## src/rtl/freqdiv_pkg.sv

```systemverilog
// Shared types and constants for the divider ratio controller.
// The optional divide-by-1 path is enabled with FREQDIV_BYPASS_EN.
package freqdiv_pkg;

    localparam int unsigned RATIO_W_DEF = 10;
    localparam int unsigned LOAD_W_DEF  = RATIO_W_DEF - 1;

    typedef logic [RATIO_W_DEF-1:0] ratio_t;
    typedef logic [LOAD_W_DEF-1:0]  load_t;

    typedef enum logic {
        IDLE    = 1'b0,
        PENDING = 1'b1
    } state_t;

    // Half-period reload for ratio n; ratios below 2 map to 0.
    function automatic load_t ratio_to_load(input ratio_t n);
        load_t half;
        half = n[RATIO_W_DEF-1:1];
        return (half == '0) ? '0 : half - LOAD_W_DEF'(1);
    endfunction

endpackage

```

## src/rtl/freqdiv_ratio_decode.sv

```systemverilog
// Combinational ratio decode: N -> half-period reload, odd flag, range check.
// FREQDIV_BYPASS_EN additionally accepts N=1.
module freqdiv_ratio_decode
    import freqdiv_pkg::*;
#(
    parameter int unsigned RATIO_W   = RATIO_W_DEF,
    parameter int unsigned MIN_RATIO = 2,
    parameter int unsigned MAX_RATIO = 1023
) (
    input  logic [RATIO_W-1:0] ratio_i,
    output logic [RATIO_W-2:0] load_o,
    output logic               odd_o,
    output logic               in_range_o
);

    localparam int unsigned LOAD_W = RATIO_W - 1;
    localparam logic [RATIO_W:0] MIN_X = (RATIO_W+1)'(MIN_RATIO);
    localparam logic [RATIO_W:0] MAX_X = (RATIO_W+1)'(MAX_RATIO);

    logic [LOAD_W-1:0] half;
    logic [RATIO_W:0]  ratio_x;
    logic              is_one;

    assign half    = ratio_i[RATIO_W-1:1];
    assign ratio_x = {1'b0, ratio_i};

    // N=1 (bypass) must drive a zero reload and no odd flag.
    assign load_o = (half == '0) ? '0 : half - LOAD_W'(1);
    assign odd_o  = ratio_i[0] && (half != '0);

`ifdef FREQDIV_BYPASS_EN
    assign is_one = (ratio_i == RATIO_W'(1));
`else
    assign is_one = 1'b0;
`endif

    assign in_range_o = ((ratio_x >= MIN_X) || is_one) && (ratio_x <= MAX_X);

endmodule

```

## src/rtl/freqdiv_ratio_ctrl.sv

```systemverilog
// Ratio request controller: accepts N, range-checks it, and commits the
// decoded reload at a phase_track fall. Optional N=1 bypass: FREQDIV_BYPASS_EN.
module freqdiv_ratio_ctrl
    import freqdiv_pkg::*;
#(
    parameter int unsigned RATIO_W       = RATIO_W_DEF,
    parameter int unsigned DEFAULT_RATIO = 2,
    parameter int unsigned MIN_RATIO     = 2,
    parameter int unsigned MAX_RATIO     = 1023
) (
    input  logic               clkin,
    input  logic               rst,
    input  logic [RATIO_W-1:0] ratio_in,
    input  logic               ratio_valid,
    output logic               ratio_ready,
    input  logic               phase_track,
    output logic [RATIO_W-2:0] load_value,
    output logic               rat_is_odd,
    output logic               ratio_err,
    output logic               pending,
    output logic               bypass
);

    localparam int unsigned LOAD_W = RATIO_W - 1;
    localparam logic [LOAD_W-1:0] RST_LOAD = LOAD_W'((DEFAULT_RATIO >> 1) - 1);
    localparam logic              RST_ODD  = 1'(DEFAULT_RATIO & 1);

    state_t            state_q, state_d;
    logic [LOAD_W-1:0] load_q, load_d, sh_load_q, sh_load_d;
    logic              odd_q, odd_d, sh_odd_q, sh_odd_d;
    logic              ready_q, ready_d, pend_q, pend_d, err_q, err_d;
    logic              phase_track_q;

    logic [LOAD_W-1:0] dec_load;
    logic              dec_odd, dec_in_range;
    logic              xfer_c, fall_c;

    freqdiv_ratio_decode #(
        .RATIO_W   (RATIO_W),
        .MIN_RATIO (MIN_RATIO),
        .MAX_RATIO (MAX_RATIO)
    ) u_decode (
        .ratio_i    (ratio_in),
        .load_o     (dec_load),
        .odd_o      (dec_odd),
        .in_range_o (dec_in_range)
    );

    assign xfer_c = ratio_valid && ready_q;
    assign fall_c = phase_track_q && !phase_track;

`ifdef FREQDIV_BYPASS_EN
    logic byp_q, byp_d, sh_byp_q, sh_byp_d;
`endif

    always_ff @(posedge clkin or posedge rst) begin
        if (rst) begin
            state_q       <= IDLE;
            load_q        <= RST_LOAD;
            odd_q         <= RST_ODD;
            sh_load_q     <= RST_LOAD;
            sh_odd_q      <= RST_ODD;
            ready_q       <= 1'b1;
            pend_q        <= 1'b0;
            err_q         <= 1'b0;
            phase_track_q <= 1'b0;
`ifdef FREQDIV_BYPASS_EN
            byp_q         <= 1'b0;
            sh_byp_q      <= 1'b0;
`endif
        end else begin
            state_q       <= state_d;
            load_q        <= load_d;
            odd_q         <= odd_d;
            sh_load_q     <= sh_load_d;
            sh_odd_q      <= sh_odd_d;
            ready_q       <= ready_d;
            pend_q        <= pend_d;
            err_q         <= err_d;
            phase_track_q <= phase_track;
`ifdef FREQDIV_BYPASS_EN
            byp_q         <= byp_d;
            sh_byp_q      <= sh_byp_d;
`endif
        end
    end

    // Capture legal requests into the shadow; commit on the first phase fall.
    always_comb begin
        state_d   = state_q;
        load_d    = load_q;
        odd_d     = odd_q;
        sh_load_d = sh_load_q;
        sh_odd_d  = sh_odd_q;
        err_d     = 1'b0;
`ifdef FREQDIV_BYPASS_EN
        byp_d     = byp_q;
        sh_byp_d  = sh_byp_q;
`endif
        case (state_q)
            IDLE: begin
                if (xfer_c) begin
                    if (dec_in_range) begin
                        sh_load_d = dec_load;
                        sh_odd_d  = dec_odd;
`ifdef FREQDIV_BYPASS_EN
                        sh_byp_d  = (ratio_in == RATIO_W'(1));
`endif
                        state_d   = PENDING;
                    end else begin
                        err_d = 1'b1;
                    end
                end
            end
            PENDING: begin
                if (fall_c) begin
                    load_d  = sh_load_q;
                    odd_d   = sh_odd_q;
`ifdef FREQDIV_BYPASS_EN
                    byp_d   = sh_byp_q;
`endif
                    state_d = IDLE;
                end
            end
            default: state_d = IDLE;
        endcase
        ready_d = (state_d == IDLE);
        pend_d  = (state_d == PENDING);
    end

    assign ratio_ready = ready_q;
    assign load_value  = load_q;
    assign rat_is_odd  = odd_q;
    assign ratio_err   = err_q;
    assign pending     = pend_q;
`ifdef FREQDIV_BYPASS_EN
    assign bypass      = byp_q;
`else
    assign bypass      = 1'b0;
`endif

endmodule

```

## config.mk

```make
export PLATFORM = sky130hd
export DESIGN_NAME = freqdiv_ratio_ctrl
export DESIGN_NICKNAME = d
export VERILOG_FILES = /design/src/rtl/freqdiv_pkg.sv /design/src/rtl/freqdiv_ratio_decode.sv /design/src/rtl/freqdiv_ratio_ctrl.sv
export SDC_FILE = /design/constraint.sdc
export NUM_CORES = 1
export LEC_CHECK = 0
export BUFFER_PORTS_ARGS = -buffer_cell sky130_fd_sc_hd__buf_2
export CAP_MARGIN = 20
export CORE_ASPECT_RATIO = 0.7
export CORE_MARGIN = 10
export CORE_UTILIZATION = 35
export CTS_CLUSTER_DIAMETER = 30
export CTS_CLUSTER_SIZE = 25
export DETAILED_ROUTE_END_ITERATION = 6
export PLACE_DENSITY_LB_ADDON = 0.15
export SYNTH_ARGS = -nofsm -noshare
export SYNTH_HDL_FRONTEND = slang
export SYNTH_HIERARCHICAL = 1
export SYNTH_SLANG_ARGS = --single-unit
```

## constraint.sdc

```tcl
create_clock -name clkin -period 1.7 [get_ports clkin]
set_input_delay 0.34 -clock clkin [delete_from_list [all_inputs] [get_ports clkin]]
set_output_delay 0.34 -clock clkin [all_outputs]
set_load 0.1 [all_outputs]
```

==> impl_metrics.toml <==
[run]
max_cap_violations = 0

[timing]
drv_slew = 0
finalHoldViolCount = 0
skew_ns = 0.00222
finalSetupViolations = 1
period_needed_ns = 1.70
period_share = 1.00
whs_ns = 0.105
fmax_mhz = 588
timing.final.ws_setup_ns = -0.000645
rsz0062_at_grt = "true"

[logic_synthesis]
synth.net_count = 106
synth_compound_area_frac = 0.0672
synth_area_per_cell_sq_um = 12.7
yosysSeqAreaShare = 0.522
synth_xor_area_frac = 0
synth_top_family_by_area = "multiplexers"
yosys.area_share.simple = 0.142
yosysWarnings = 6
netlist_instances = 91
synth_cell_type_count = 27
synth_fa_ha_area_frac = 0.0108
synth.area.mux_share = 0.221
netlist_area_sq_um = 1150
ys_ff_latch = 24

[route]
drc = 0
drtIter0Drc = 26
vias = 880
viasPerCell = 5.00
wl_met3_um = 138
antenna_left = 0
met2_length_mm = 1.42
routed.top_layer = "met4"
wl_per_cell_um = 15.6
wl_met1_mm = 1.15
routed_wirelength_mm = 2.74
dr.pass1.iters = 4

[place]
place_ws_ns = -0.361
hpwl_mm = 1.91
io_buffers = 26
gp_congestion = 0.735
dpl_cell_area_sq_um = 1430

[finish]
n_fill_cell = 291
num_antenna_cells = 0
nets = 154
syn_to_final_growth_pct = 36.9
drive_gt1_frac = 0.572
design_area_sq_um = 1580

[setup_path]
rr_endpoint = "sh_load_q[6]$_DFFE_PP0P_"
crit_end = "sh_load_q[6]$_DFFE_PP0P_"
required_ns = 1.85
path_max_fanout = 6
crit_start = "ratio_in[8]"
ff2ff_setup_slack_ns = 0.40
worst_setup_path_start_kind = "input port"
reg2regPathDepth = 2
crit_path_end_kind = "flip-flop"
path_class = "in -> reg"
worstPathArrival_ns = 1.85
rr_startpoint = "ratio_ready$_DFF_PP1_"

[floorplan]
rows = 17
dieHeight_um = 68.0
core_region_area_sq_um = 3150
die_w_um = 88.6
die_area_sq_um = 6030
io_pins = 28
start_util = 0.366

[worst_hold_path]
hold_class = "in -> async"

[status]
violations = "negative setup slack"
status = "finished with violations"

[cts]
worstSkewPairLatency_ns = 0.26
numCtsBuffers = 3
cts_tree = "built"
htreeDepth = 1
clockBufferDepth = 2
clock_sinks = 24
clockRootBuffer = "clkbuf_8"
clk_pin_slew_ns = 0.08

[global_routing]
grt_pass1_wl_mm = 4.62
grt_pass1_vias = 977
grt_max_degree = 25
antenna_found_initial = 0
grt_overflow = 0
gr-usage-all-layers = 0.0982
==> area by class of cell <==
type,count,area [sq um],share of cell area
clock buffer,4,45.0,0.0285
inverter,4,20.0,0.0127
multi-input combinational,61,567,0.359
sequential,24,602,0.381
tap,38,47.5,0.0301
timing repair buffer,45,298,0.189
==> flip-flops by register name, summed over array words and instances, names as in the netlist <==
signal and cells:
load_value 9, pending 1, phase_track_q 1, rat_is_odd 1
ratio_err 1, ratio_ready 1, sh_load_q 9, sh_odd_q 1
==> how the worst min path moves through the flow <==
| stage | to | cells past startpoint |
|---|---|---|
| CTS | load_value[4]$_DFFE_PP0P_ | 3 |
| finish | load_value[4]$_DFFE_PP0P_ | 3 |
| floorplan | load_value[0]$_DFFE_PP0P_ | 1 |
| global route | load_value[3]$_DFFE_PP0P_ | 3 |
| global placement | load_value[3]$_DFFE_PP0P_ | 3 |
| detailed placement | load_value[4]$_DFFE_PP0P_ | 3 |
==> synthesized netlist by cell type <==
master,instances,share of area
a21oi_1,2,0.0087
buf_2,1,0.0043
buf_4,1,0.0065
buf_6,1,0.0098
conb_1,1,0.0033
dfrtp_1,23,0.50
dfstp_2,1,0.023
ha_1,1,0.011
inv_1,4,0.013
mux2_2,12,0.12
mux2_4,8,0.10
nand2_1,2,0.0065
nand2b_1,2,0.011
nand3b_1,1,0.0065
nand4b_4,1,0.021
nor2_1,4,0.013
nor2b_1,2,0.011
nor3_1,3,0.013
o21a_1,2,0.013
o21ai_0,8,0.035
o21ai_1,1,0.0043
o31ai_1,1,0.0065
or2_2,1,0.0054
or3_1,5,0.027
or4_1,1,0.0065
or4_4,1,0.0098
or4b_4,1,0.012
==> critical path, stage by stage <==
cell and delay (ns):
buf_6 0.09, or4_4 0.53, or3_4 0.39, nand4b_4 0.18
mux2_4 0.32
==> per-stage QoR <==
step / util / setup TNS, ns / instances
finish: 0.502 / -0.000645 / 176
global route: 0.502 / -0.0483 / 176
CTS: 0.498 / -0.0521 / 176
detailed placement: 0.455 / -3.71 / 168
global placement: 0.455 / -3.57 / 168
floorplan: - / -1.81 / 91
==> cells in the final DEF (no fill, tap or decap), types with 2 or more instances in the layout <==
cell,n
or3_1,3
mux2_2,10
inv_4,2
a21oi_1,2
or3_4,2
mux2_4,10
o21ai_0,8
nand2_1,2
nor2b_1,2
dfrtp_1,23
nand2b_1,2
buf_4,19
o21a_1,2
nand4b_4,2
nor2_1,4
clkbuf_8,3
inv_1,2
nor3_1,3
buf_2,22
buf_6,2
==> repair_timing <==
action                                  CTS  global route
endpoints found under the setup margin   10            11
setup buffers                             3             0
pin swaps                                 3             2
hold endpoints to repair                  0             0
hold buffers                              0             0
cloned                                    1             0
gates resized for setup                  12             3
==> logic make-up (layout without fill, tap and decap cells) <==
group,count (synthesis),after routing
AND/OR/NAND/NOR,24,25
multiplexers,20,20
flip-flops,24,24
AO/OA/AOI/OAI,14,14
adder cells (fa/ha/maj),1,1
buffers and inverters,7,53
other,1,1
==> metal layers <==
metal / vias up / GRT usage
li1: 420 / -
met1: 438 / 0.105
met2: 20 / 0.178
met3: 2 / 0.0297
met4: 0 / 0.0422
met5: - / 0
Power is left out: the tool's default activity adds up to more than one toggle a clock period on the data nets, which glitch-free logic cannot reach.
